--- config.mk ---
export PLATFORM = sky130hd
export DESIGN_NAME = cnu_min_sched_flat
export DESIGN_NICKNAME = d
export VERILOG_FILES = /design/src/rtl/cnu_min_sched_if.sv /design/src/rtl/cnu_min_sched.sv /design/src/flat_wrapper.sv
export SDC_FILE = /design/constraint.sdc
export NUM_CORES = 1
export LEC_CHECK = 0
export BUFFER_PORTS_ARGS = -buffer_cell sky130_fd_sc_hd__buf_2
export CAP_MARGIN = 5
export CORE_AREA = 2 2 159 161
export CTS_CLUSTER_SIZE = 24
export DETAILED_ROUTE_END_ITERATION = 7
export DIE_AREA = 0 0 161 163
export PLACE_DENSITY_LB_ADDON = 0.15
export SKIP_LAST_GASP = 1
export SYNTH_ARGS = -nofsm -noshare
export SYNTH_HDL_FRONTEND = slang
export SYNTH_SLANG_ARGS = --single-unit
--- constraint.sdc ---
create_clock -name clk -period 3.07 [get_ports clk]
set_input_delay 0.614 -clock clk [delete_from_list [all_inputs] [get_ports clk]]
set_output_delay 0.614 -clock clk [all_outputs]
set_load 0.005 [all_outputs]
--- src/rtl/cnu_min_sched_if.sv ---
// cnu_min_sched_if: bundle of run-control, row-memory, min-finder and result signals
// for cnu_min_sched.
// Parameters: W (LLR width), ROWS_W (row address width).
// Modports: master = scheduler side, slave = environment side (memory, min-finder, sink).
// Optional: CNU_SCHED_STATS_EN adds stat_cycles.
interface cnu_min_sched_if #(
    parameter int W      = 6,
    parameter int ROWS_W = 8
);
    logic                  start;
    logic [ROWS_W-1:0]     num_rows;
    logic                  busy;
    logic                  done;
    logic                  mem_re;
    logic [ROWS_W-1:0]     mem_addr;
    logic [32*W-1:0]       mem_rdata;
    logic [32*(W-1)-1:0]   mf_x;
    logic [W-2:0]          mf_min1;
    logic [W-2:0]          mf_min2;
    logic [4:0]            mf_idx;
    logic                  res_we;
    logic [ROWS_W-1:0]     res_addr;
    logic [W-2:0]          res_min1;
    logic [W-2:0]          res_min2;
    logic [4:0]            res_idx;
    logic                  res_sign;
`ifdef CNU_SCHED_STATS_EN
    logic [15:0]           stat_cycles;
`endif

    modport master (
`ifdef CNU_SCHED_STATS_EN
        output stat_cycles,
`endif
        input  start, num_rows, mem_rdata, mf_min1, mf_min2, mf_idx,
        output busy, done, mem_re, mem_addr, mf_x,
        output res_we, res_addr, res_min1, res_min2, res_idx, res_sign
    );

    modport slave (
`ifdef CNU_SCHED_STATS_EN
        input  stat_cycles,
`endif
        output start, num_rows, mem_rdata, mf_min1, mf_min2, mf_idx,
        input  busy, done, mem_re, mem_addr, mf_x,
        input  res_we, res_addr, res_min1, res_min2, res_idx, res_sign
    );
endinterface

--- src/rtl/cnu_min_sched.sv ---
// cnu_min_sched: streams check rows from memory into an external 32-input min-finder
// and emits one result (min1, min2, idx, sign parity) per row.
// Parameters: W (LLR width, sign + W-1 magnitude), LAT (min-finder latency, >= 1),
//             ROWS_W (row address width).
// Ports: clk, rst (asynchronous, active-low), bus (cnu_min_sched_if.master):
//   start/num_rows/busy/done    run control
//   mem_re/mem_addr/mem_rdata   row memory, read data valid one cycle after mem_re
//   mf_x/mf_min1/mf_min2/mf_idx external min-finder
//   res_we/res_addr/res_min1/res_min2/res_idx/res_sign  per-row result
// Optional: define CNU_SCHED_STATS_EN to add bus.stat_cycles (busy cycles of the last run).
module cnu_min_sched #(
    parameter int W      = 6,
    parameter int LAT    = 5,
    parameter int ROWS_W = 8
) (
    input logic             clk,
    input logic             rst,
    cnu_min_sched_if.master bus
);
    typedef enum logic [1:0] {IDLE, ISSUE, DRAIN, DONE} state_t;

    localparam logic [ROWS_W-1:0] ONE = 1;

    state_t            state, state_nx;
    logic [ROWS_W-1:0] rows;
    logic [ROWS_W-1:0] cnt;
    logic [LAT:0]      vld;
    logic [ROWS_W-1:0] adr [0:LAT];
    logic [LAT:1]      sgn;
    logic [31:0]       lane_sign;
    logic              accept;

    assign accept = (state == IDLE) && bus.start;

    always_ff @(posedge clk or negedge rst) begin
        if (!rst) begin
            state <= IDLE;
            rows  <= '0;
            cnt   <= '0;
        end else begin
            state <= state_nx;
            if (accept)
                rows <= bus.num_rows;
            cnt <= (state == ISSUE) ? cnt + ONE : '0;
        end
    end

    always_comb begin
        state_nx     = state;
        bus.busy     = state != IDLE;
        bus.done     = state == DONE;
        bus.mem_re   = state == ISSUE;
        bus.mem_addr = (state == ISSUE) ? cnt : '0;
        case (state)
            IDLE:    if (bus.start) state_nx = (bus.num_rows != '0) ? ISSUE : DONE;
            ISSUE:   if (cnt == rows - ONE) state_nx = DRAIN;
            // Leave once nothing but the final stage remains, so done lands
            // the cycle after the last res_we.
            DRAIN:   if (vld[LAT-1:0] == '0) state_nx = DONE;
            default: state_nx = IDLE;
        endcase
    end

    // Read data for the row in stage 0 is on mem_rdata now; gating with vld[0]
    // keeps mf_x quiet between rows and during reset.
    genvar i;
    for (i = 0; i < 32; i++) begin : g_lane
        assign bus.mf_x[i*(W-1) +: W-1] = vld[0] ? bus.mem_rdata[i*W +: W-1] : '0;
        assign lane_sign[i]             = bus.mem_rdata[i*W + W-1];
    end

    // Row tracker: stage k holds the row read k+1 cycles ago. The sign parity
    // only exists once data returns, so its chain starts at stage 1.
    always_ff @(posedge clk or negedge rst) begin
        if (!rst) begin
            vld <= '0;
            sgn <= '0;
            for (int k = 0; k <= LAT; k++)
                adr[k] <= '0;
        end else begin
            vld    <= {vld[LAT-1:0], bus.mem_re};
            adr[0] <= bus.mem_addr;
            for (int k = 1; k <= LAT; k++)
                adr[k] <= adr[k-1];
            sgn[1] <= vld[0] & ^lane_sign;
            for (int k = 2; k <= LAT; k++)
                sgn[k] <= sgn[k-1];
        end
    end

    assign bus.res_we   = vld[LAT];
    assign bus.res_addr = vld[LAT] ? adr[LAT] : '0;
    assign bus.res_min1 = vld[LAT] ? bus.mf_min1 : '0;
    assign bus.res_min2 = vld[LAT] ? bus.mf_min2 : '0;
    assign bus.res_idx  = vld[LAT] ? bus.mf_idx : '0;
    assign bus.res_sign = sgn[LAT];

`ifdef CNU_SCHED_STATS_EN
    logic [15:0] stat;

    always_ff @(posedge clk or negedge rst) begin
        if (!rst)
            stat <= '0;
        else if (accept)
            stat <= '0;
        else if (bus.busy && stat != 16'hFFFF)
            stat <= stat + 16'd1;
    end

    assign bus.stat_cycles = stat;
`endif
endmodule
--- src/flat_wrapper.sv ---
// flat-port wrapper written by rule: the top's interface ports become plain ports
module cnu_min_sched_flat 
#(
    parameter int W      = 6,
    parameter int LAT    = 5,
    parameter int ROWS_W = 8
)
  (clk, rst, bus_start, bus_num_rows, bus_mem_rdata, bus_mf_min1, bus_mf_min2, bus_mf_idx, bus_busy, bus_done, bus_mem_re, bus_mem_addr, bus_mf_x, bus_res_we, bus_res_addr, bus_res_min1, bus_res_min2, bus_res_idx, bus_res_sign);
  cnu_min_sched_if #(.W(W), .ROWS_W(ROWS_W)) bus_i ();
  input logic clk;
  input logic rst;
  input wire logic [$bits(bus_i.start)-1:0] bus_start;
  input wire logic [$bits(bus_i.num_rows)-1:0] bus_num_rows;
  input wire logic [$bits(bus_i.mem_rdata)-1:0] bus_mem_rdata;
  input wire logic [$bits(bus_i.mf_min1)-1:0] bus_mf_min1;
  input wire logic [$bits(bus_i.mf_min2)-1:0] bus_mf_min2;
  input wire logic [$bits(bus_i.mf_idx)-1:0] bus_mf_idx;
  output wire logic [$bits(bus_i.busy)-1:0] bus_busy;
  output wire logic [$bits(bus_i.done)-1:0] bus_done;
  output wire logic [$bits(bus_i.mem_re)-1:0] bus_mem_re;
  output wire logic [$bits(bus_i.mem_addr)-1:0] bus_mem_addr;
  output wire logic [$bits(bus_i.mf_x)-1:0] bus_mf_x;
  output wire logic [$bits(bus_i.res_we)-1:0] bus_res_we;
  output wire logic [$bits(bus_i.res_addr)-1:0] bus_res_addr;
  output wire logic [$bits(bus_i.res_min1)-1:0] bus_res_min1;
  output wire logic [$bits(bus_i.res_min2)-1:0] bus_res_min2;
  output wire logic [$bits(bus_i.res_idx)-1:0] bus_res_idx;
  output wire logic [$bits(bus_i.res_sign)-1:0] bus_res_sign;
  assign bus_i.start = bus_start;
  assign bus_i.num_rows = bus_num_rows;
  assign bus_i.mem_rdata = bus_mem_rdata;
  assign bus_i.mf_min1 = bus_mf_min1;
  assign bus_i.mf_min2 = bus_mf_min2;
  assign bus_i.mf_idx = bus_mf_idx;
  assign bus_busy = bus_i.busy;
  assign bus_done = bus_i.done;
  assign bus_mem_re = bus_i.mem_re;
  assign bus_mem_addr = bus_i.mem_addr;
  assign bus_mf_x = bus_i.mf_x;
  assign bus_res_we = bus_i.res_we;
  assign bus_res_addr = bus_i.res_addr;
  assign bus_res_min1 = bus_i.res_min1;
  assign bus_res_min2 = bus_i.res_min2;
  assign bus_res_idx = bus_i.res_idx;
  assign bus_res_sign = bus_i.res_sign;
  cnu_min_sched #(.W(W), .LAT(LAT), .ROWS_W(ROWS_W)) u_core (.clk(clk), .rst(rst), .bus(bus_i));
endmodule
==> run_results.csv, run 1 <==
group,metric,value,unit
floorplanning,start_util,16.71,%
critical_path,path_buf_inv,2,
route,drc,0,
timing,relSlewSlack,51.44,%
timing,finalWorstSetupSlack,0.5865,ns
placed_design,dp_slack,0.9086,ns
pwr,p_per_area,397.2,mW/mm^2
grt,grt_pass1_wl,29010,um
cts,cts_buffers,9,
critical_path,cp_top_family,"flip-flops",
critical_path,critPathMaxStageDelay,0.86,ns
cts,cts_root_buf,"clkbuf_16",
synthesis,synth_edf_count,0,
outcome,status,"finished clean",
synthesis,ys_seq_elements,77,
route,dr_wl_met3,2092,um
route,top_layer_used,"met5",
cts,cts_hold_buf,0,
route,ant_nets,0,
cts,clk_latency,0.32,ns
synthesis,ys_warn_count,0,
timing,fin_skew,0.004709,ns
route,wl_met1,8264,um
grt,gr-total-overflow,0,
critical_path,worst-setup-path-type,"reg2out",
route,initialDrtViolationCount,125,
critical_path,cp_slowest_cell,"dfrtp_4",
cts,cts_tree,"built",
route,dr.pass1.iters,4,
timing,hold_viol,0,
timing,holdWs,0.2162,ns
run,drv_cap,0,
floorplanning,die_area,0.02624,mm^2
synthesis,syn_avg_cell_area,10.16,um^2
route,routed_via_density,3.686,
grt,grt_max_degree,88,
finish,nets,1038,
critical_path,required,2.46,ns
timing,max_freq,402.7,MHz
critical_path,start_kind,"flop",
timing,final-max-slew-violation-count,0,
cts,clk_pin_slew,0.06,ns
synthesis,synth_cells,406,
timing,setup_viol_count_final,0,
critical_path,arrival,1.87,ns
timing,worst_pin_slew,0.7284,ns
route,wl_met2,9978,um
cts,cts_buffer_depth,2,
synthesis,syn_nets,631,
route,drt_wl_total,20800,um
timing,fin_setup_tns,0,ns
grt,grt_pass1_vias,4366,
critical_path,cp-startpoint,"u_core.vld[0]",
route,routedWlPerCell,18.00,um
finish,post_route_cells_drive_above_1_share,53.91,%
timing,period_share,80.90,%
placed_design,dpl.hpwl,18410,um
floorplanning,die_h,163,um
cts,postCtsSetupRepairBufs,0,
critical_path,cp_max_fo,87,
route,num_vias,4257,
worst_hold_path,hold_class,"in2async",
grt,track_usage,15.15,%
placed_design,io_buffers,413,
cts,cts_resized,0,
floorplanning,die_x,161,um
timing,min_period,2.484,ns
synthesis,async_flop_share,100.0,%
grt,grt_antenna_before_repair,14,
timing,rsz0062_at_grt,"no",
critical_path,r2r_start,"u_core.rows[0]",
critical_path,path_cells,"buf_12 -> and2_1 -> buf_2",
synthesis,synth_cell_types,36,
floorplanning,coreArea,0.02467,mm^2
finish,fill_cells,2734,
floorplanning,ios,414,
critical_path,end_kind,"output port",
cts,cts_sinks,77,
synthesis,syn_area,0.004124,mm^2
synthesis,seq_area_frac_synth,46.72,%
pwr,ir_drop,0.2354,mV
synthesis,synth_ff_type,"dfrtp_1",
cts,htreeDepth,3,
finish,area_growth,67.84,%
placed_design,gp_congestion,0.8917,
floorplanning,placementRows,58,
pwr,leakagePower,3.528,nW
==> state kept, by name (all words and copies together) (netlist names) <==
register      flops
u_core.adr       48
u_core.cnt        8
u_core.rows       8
u_core.vld        6
u_core.sgn        5
u_core.state      2
==> power by group <==
group / internal (W) / leakage [nW] / switching (W)
Sequential: 0.00105 / 0.906 / 0.00000650
Combinational: 0.000315 / 2.47 / 0.000242
Clock: 0.000756 / 0.156 / 0.000380
Total: 0.00212 / 3.53 / 0.000628
==> layer usage <==
metal | vias to the layer above | global-route usage [%]
met5 | - | 0
met4 | 14 | 3.409
met3 | 31 | 7.130
met2 | 195 | 25.67
met1 | 1938 | 17.43
li1 | 2079 | -
==> metrics by stage <==
stage	total power, W	instance area (um^2)	utilization, %	cells
2_1_floorplan	0.001297	4124	-	406
3_3_place_gp	0.001643	6576	26.65	1132
3_5_place_dp	0.001647	6576	26.65	1132
4_1_cts	0.002809	6904	27.98	1148
5_1_grt	0.002892	6914	28.02	1152
6_report	0.002749	6922	28.05	1155
==> cells in the mapped netlist (4+ instances only) <==
library cell / count / area [um^2]
and2_1: 197 / 1232
clkbuf_1: 21 / 78.83
dfrtp_1: 77 / 1927
ha_1: 7 / 87.58
inv_1: 4 / 15.01
mux2_1: 8 / 90.09
nand2_1: 4 / 15.01
nor2_1: 7 / 26.28
nor2b_1: 4 / 25.02
xnor2_1: 36 / 315.3
xor2_1: 9 / 78.83
==> worst paths after layout <==
path | cells after the start | to | slack, ns
worst min-delay path | 1 | u_core.adr[10] | 0.22
worst max register to register | 8 | u_core.state[1] | 1.09
worst max-delay path | 3 | bus_mf_x[63] | 0.59
min in group clk | 0 | u_core.sgn[2] | 0.34
max in group asynchronous | 2 | u_core.adr[25] | 2.11
worst min register to register | 0 | u_core.sgn[2] | 0.34
==> placed cells by master (no fill, tap or decap), drive strengths merged, types with 5 or more instances in the layout <==
master / Yosys / routed
xor2: 9 / 9
nor2: 7 / 7
mux2: 9 / 9
and2: 199 / 199
inv: 5 / 5
diode: 0 / 7
ha: 7 / 7
xnor2: 36 / 36
buf: 1 / 418
clkbuf: 21 / 13
dfrtp: 77 / 77
==> cells by family after synthesis <==
group                      Yosys count  share of synthesized area [%]
and+or+nand+nor                    231                          34.74
DFF                                 77                          46.72
xor gates and xnor gates            45                          9.557
buffers and inverters               27                          2.488
muxes                               10                          2.791
AOI/OAI and AO/OA                    9                          1.577
adders and majority gates            7                          2.124
==> final cells by class <==
class	instances	area, um^2	share of cell area, %
clock buffers	13	260.3	3.760
flip-flops and latches	77	1931	27.89
inverters	5	18.77	0.2711
clock inverters	3	67.56	0.9761
well taps	330	412.9	5.965
repair buffers	418	2120	30.62
diodes	7	17.52	0.2531
multi-input cells	302	2095	30.26
Note: power is estimated with default switching activity, not from simulation.
==> run 2: changes to the inputs <==
ABC_AREA = 1   (was default)
CORE_AREA = 2 2 160 162   (was 2 2 159 161)
DIE_AREA = 0 0 162 164   (was 0 0 161 163)
clock period = 2.1 ns   (was 3.07 ns; I/O delays follow)
==> run_results.csv, run 2 <==
group,metric,value,unit
synthesis,synth_compound_area_share,2.002,%
finish,regMostFlops,"u_core.adr",
synthesis,ys_warn_count,0,
cts,clk_latency,0.33,ns
floorplanning,die_x,162,um
pwr,ir_drop,0.3972,mV
finish,instances_no_fill,1484,
timing,worst_pin_slew,0.4776,ns
timing,setup_viol_count_final,0,
grt,gr-total-overflow,0,
finish,largest_reg_flops,48,
cts,htreeDepth,3,
critical_path,arrival,1.52,ns
finish,nets,1376,
route,drc,0,
grt,grt_pass1_vias,4888,
timing,period_share,92.47,%
timing,fin_setup_tns,0,ns
timing,min_period,1.942,ns
synthesis,async_flop_share,100.0,%
grt,grt_pass1_wl,27760,um
synthesis,synth_xor_area_share,6.085,%
synthesis,synth_cells,739,
synthesis,synth_cell_types,25,
synthesis,syn_avg_cell_area,6.427,um^2
synthesis,synth_top_area_share,40.57,%
cts,clk_pin_slew,0.06,ns
critical_path,start_kind,"flop",
grt,grt_max_degree,59,
timing,hold_viol,0,
pwr,leakagePower,5.828,nW
cts,cts_buffer_depth,2,
synthesis,syn_nets,964,
cts,cts_buffers,9,
route,routed_via_density,3.674,
synthesis,synth_top_family_by_area,"simple AND/OR/NAND/NOR gates",
route,dr.pass1.iters,4,
critical_path,cp_max_fo,56,
pwr,p_per_area,894.3,mW/mm^2
run,drv_cap,0,
timing,final-max-slew-violation-count,0,
placed_design,gp_congestion,0.7527,
timing,max_freq,514.9,MHz
finish,mostFrequentLayoutCell,"buf_2",
synthesis,syn_area,0.004750,mm^2
synthesis,seq_area_frac_synth,40.57,%
placed_design,placed_cells,1469,
timing,fin_skew,0.003617,ns
placed_design,dpl.hpwl,16820,um
finish,utilization,30.44,%
route,num_vias,5452,
finish,diodes,0,
synthesis,synth-simple-area-share,29.43,%
synthesis,synthTopCellsByArea,"dfrtp_1 (41%), nand2_1 (24%), inv_1 (17%)",
floorplanning,coreArea,0.02482,mm^2
synthesis,yosysTopAreaCell,"dfrtp_1",
synthesis,ys_seq_elements,77,
critical_path,required,1.68,ns
synthesis,synth_edf_count,0,
synthesis,ys_top_cells_by_count,"nand2_1 (308), inv_1 (219), dfrtp_1 (77)",
floorplanning,die_h,164,um
floorplanning,start_util,19.14,%
cts,cts_sinks,77,
synthesis,synthMuxAreaShare,0.7113,%
cts,cts_tree,"built",
finish,top_regs,"u_core.adr: 48 flops, u_core.cnt: 8 flops, u_core.rows: 8 flops",
timing,relSlewSlack,68.16,%
route,routedWlPerCell,13.42,um
route,initialDrtViolationCount,255,
grt,grt_antenna_before_repair,0,
finish,post_route_cells_drive_above_1_share,38.91,%
placed_design,io_buffers,413,
grt,track_usage,13.80,%
route,ant_nets,0,
route,drt_wl_total,19920,um
floorplanning,ios,414,
critical_path,worst-setup-path-type,"reg2out",
synthesis,synth_most_common_cell,"nand2_1",
synthesis,synth_ff_type,"dfrtp_1",
floorplanning,die_area,0.02657,mm^2
finish,final_cell_mix,"buf_2 (412), nand2_1 (308), inv_1 (219)",
synthesis,synthAdderAreaFrac,1.844,%
pwr,p_total,0.006757,W
critical_path,end_kind,"output port",
timing,rsz0062_at_grt,"no",
worst_hold_path,hold_class,"in2async",
cts,cts_root_buf,"clkbuf_16",
outcome,status,"finished clean",
timing,holdWs,0.03965,ns
finish,area_growth,59.09,%
floorplanning,placementRows,58,
==> run 2: cell types whose count changed after synthesis, moves of 9 or more <==
cell,previous run,this run
clkbuf_1,21,12
xnor2_1,36,18
and2_1,197,0
nand2_1,4,308
inv_1,4,219
a21oi_1,1,11
nor2_1,7,23
nand3_1,3,16
==> run 2: worst paths after layout <==
| path | from | endpoint | slack, ns | cells after the start |
|---|---|---|---|---|
| worst min register to register | u_core.adr[34] | u_core.adr[26] | 0.35 | 0 |
| worst max register to register | u_core.rows[0] | u_core.state[1] | 0.45 | 13 |
| worst min-delay path | rst | u_core.rows[1] | 0.04 | 1 |
| min in group clk | bus_num_rows[2] | u_core.rows[2] | 0.34 | 2 |
| max in group asynchronous | rst | u_core.rows[6] | 1.50 | 2 |
| worst max-delay path | u_core.vld[0] | bus_mf_x[17] | 0.16 | 4 |
==> run 2: kinds of logic after synthesis <==
kind of cell / after synthesis
simple gates: 359
mux: 3
fa+ha+maj: 7
buf+inv: 242
compound gates: 18
flops: 77
xor+xnor: 33
==> run 2: through the flow <==
step	area, um^2	setup WS [ns]
final	7556	0.1580
after global routing	7556	0.03616
after CTS	7546	0.02309
after detailed placement	7247	0.3969
after global placement	7247	0.4205
after floorplan	4750	0.4858
==> run 2: routing by layer <==
metal | share of wire, % | vias to the layer above | global-route usage (%)
met4 | 1.4 | 0 | 2.896
met3 | 11 | 12 | 6.364
li1 | - | 2865 | -
met1 | 41 | 2322 | 16.38
met2 | 46 | 253 | 22.94
met5 | 0 | - | 0
==> run 2: final cells by class <==
type	count	area (um^2)
clock buffers	11	252.7
multi-input cells	420	1906
inverters	220	825.8
fillers	2824	17260
well taps	330	412.9
repair buffers	423	2182
clock inverters	3	46.29
flip-flops and latches	77	1931
==> run 2: report_power, final <==
| group | total [W] | leakage, nW | switching, W | internal [W] |
|---|---|---|---|---|
| registers | 0.00194 | 1.04 | 0.000220 | 0.00172 |
| logic | 0.00327 | 4.65 | 0.00189 | 0.00138 |
| clock network | 0.00154 | 0.144 | 0.000570 | 0.000973 |
| total | 0.00676 | 5.83 | 0.00268 | 0.00408 |
==> run 2: critical path: stages, from the launching register on <==
cell     delay [ns]
dfrtp_4        0.57
buf_12         0.29
nand2_1        0.09
inv_1          0.09
buf_2          0.12
==> run 2: timing repair <==
item	in CTS	in global routing
endpoints found under the setup margin	0	21
buffers inserted	0	1
gates resized for setup	0	1
hold buffers	0	0
==> run 3: changes to the inputs <==
CORE_AREA = 2 2 161 163   (was 2 2 160 162)
DIE_AREA = 0 0 163 165   (was 0 0 162 164)
RECOVER_POWER = 100   (was default)
clock period = 2.2 ns   (was 2.1 ns; I/O delays follow)
==> run_results.csv, run 3 (synthesized netlist as in run 2, its figures left out) <==
group,metric,value,unit
pwr,switchingPower,0.002589,W
critical_path,required,1.76,ns
floorplanning,die_x,163,um
route,drc,0,
finish,post_route_cells_drive_above_1_share,26.71,%
pwr,pwr-share-clk,22.2,%
critical_path,worst-setup-path-type,"reg2out",
route,routedWlPerCell,12.35,um
finish,mostFrequentLayoutCell,"nand2_1",
critical_path,start_kind,"flop",
timing,setup_viol_count_final,0,
critical_path,cp_max_fo,31,
cts,cts_hold_buf,0,
cts,cts_tree,"built",
finish,area_growth,54.69,%
finish,register_area,0.001931,mm^2
route,drt_wl_total,18370,um
route,dr.pass1.iters,4,
pwr,ir_drop,0.3184,mV
timing,max_freq,487.7,MHz
pwr,seqPwrFrac,30.4,%
timing,rsz0062_at_grt,"no",
timing,relSlewSlack,31.26,%
cts,cts_root_buf,"clkbuf_16",
timing,fin_skew,0.007219,ns
floorplanning,placementRows,58,
route,num_vias,5435,
timing,fin_setup_tns,0,ns
critical_path,rr_endpoint,"u_core.state[1]",
finish,fill_cells,2869,
cts,cts_resized,0,
cts,postCtsSetupRepairBufs,1,
pwr,p_total,0.006176,W
finish,regMostFlops,"u_core.adr",
grt,grt_max_degree,45,
worst_hold_path,hold_class,"in2async",
placed_design,io_buffers,413,
outcome,status,"finished clean",
critical_path,r2r_slack,0.49,ns
route,ant_nets,0,
route,routed_via_density,3.653,
grt,grt_antenna_before_repair,1,
timing,hold_viol,0,
timing,min_period,2.050,ns
pwr,comb_power_share,47.4,%
grt,track_usage,12.38,%
timing,final-max-slew-violation-count,0,
pwr,leakagePower,5.259,nW
run,drv_cap,0,
grt,grt_pass1_wl,25570,um
floorplanning,start_util,18.97,%
floorplanning,die_h,165,um
cts,cts_buffer_depth,2,
finish,nets,1377,
grt,gr-total-overflow,0,
pwr,p_per_area,840.6,mW/mm^2
timing,period_share,93.20,%
finish,multi_input_area,0.001901,mm^2
placed_design,dpl.hpwl,15610,um
critical_path,arrival,1.61,ns
placed_design,gp_congestion,0.7539,
finish,final_cell_mix,"nand2_1 (309), buf_2 (275), inv_1 (219)",
floorplanning,ios,414,
finish,top_regs,"u_core.adr: 48 flops, u_core.cnt: 8 flops, u_core.rows: 8 flops",
cts,clk_pin_slew,0.06,ns
finish,largest_reg_flops,48,
route,initialDrtViolationCount,247,
cts,htreeDepth,3,
critical_path,r2r_start,"u_core.rows[0]",
cts,cts_buffers,9,
cts,clk_latency,0.33,ns
floorplanning,coreArea,0.02504,mm^2
cts,cts_sinks,77,
critical_path,reg2reg_depth,13,
grt,grt_pass1_vias,4907,
critical_path,end_kind,"output port",
floorplanning,die_area,0.02690,mm^2
pwr,intPower,0.003587,W
pwr,switching_share,41.92,%
timing,worst_pin_slew,1.031,ns
-- run 3: cell types whose count changed in the layout (fill, tap and decap cells not counted), moves of 3 or more --
cell      previous run  this run
inv_6                0         3
buf_2              412       275
clkbuf_1             0       136
buf_4                8         3
clkbuf_2             0         3
buf_1                0         4
-- run 3: critical path, cell delays in order (launching register included) --
cell,delay (ns)
dfrtp_4,0.62
buf_4,0.36
nand2_1,0.11
inv_1,0.07
clkbuf_1,0.11
-- run 3: how the worst max path moves through the flow --
stage	slack (ns)	to	start	cells past startpoint
final	0.15	bus_mf_x[65]	u_core.vld[0]	4
after floorplan	0.57	bus_mem_addr[7]	u_core.state[1]	5
after global placement	0.42	bus_mf_x[154]	u_core.vld[0]	4
after detailed placement	0.37	bus_mf_x[65]	u_core.vld[0]	4
after global routing	0.02	bus_mf_x[154]	u_core.vld[0]	4
after CTS	0.09	bus_mf_x[65]	u_core.vld[0]	4
-- run 3: layout make-up --
| cell class | count | share of cell area, % |
|---|---|---|
| Inverter | 220 | 11.24 |
| Sequential cell | 77 | 26.28 |
| Multi-Input combinational cell | 420 | 25.87 |
| Timing Repair Buffer | 424 | 27.15 |
| Clock buffer | 9 | 3.065 |
| Clock inverter | 7 | 0.7493 |
| Antenna cell | 1 | 0.03406 |
| Tap cell | 330 | 5.620 |
-- run 3: power by group through the flow --
stage	logic [W]	registers, W	clock network (W)
floorplan	0.00172	0.00179	0
global placement	0.00309	0.00194	0
detailed placement	0.00308	0.00194	0
CTS	0.00317	0.00190	0.00142
global route	0.00339	0.00193	0.00149
finish	0.00292	0.00188	0.00137
-- run 3: through the flow --
stage | hold WS [ns] | std cells | util [%] | cell area [um^2] | setup slack (ns)
after floorplan | 0.1444 | 739 | - | 4750 | 0.5658
after global placement | 0.3311 | 1470 | 28.98 | 7254 | 0.4188
after detailed placement | 0.3347 | 1470 | 28.98 | 7254 | 0.3696
after CTS | 0.06450 | 1487 | 30.15 | 7550 | 0.09096
after global routing | 0.2811 | 1487 | 29.34 | 7345 | 0.02413
final | 0.2069 | 1488 | 29.35 | 7347 | 0.1495
-- run 3: per-layer routing --
metal / up-vias / share of wire, % / track usage, %
met5: - / 0.071 / 0
met4: 2 / 0.62 / 2.092
met3: 14 / 12 / 5.726
met2: 256 / 50 / 21.96
met1: 2294 / 38 / 13.77
li1: 2869 / - / -
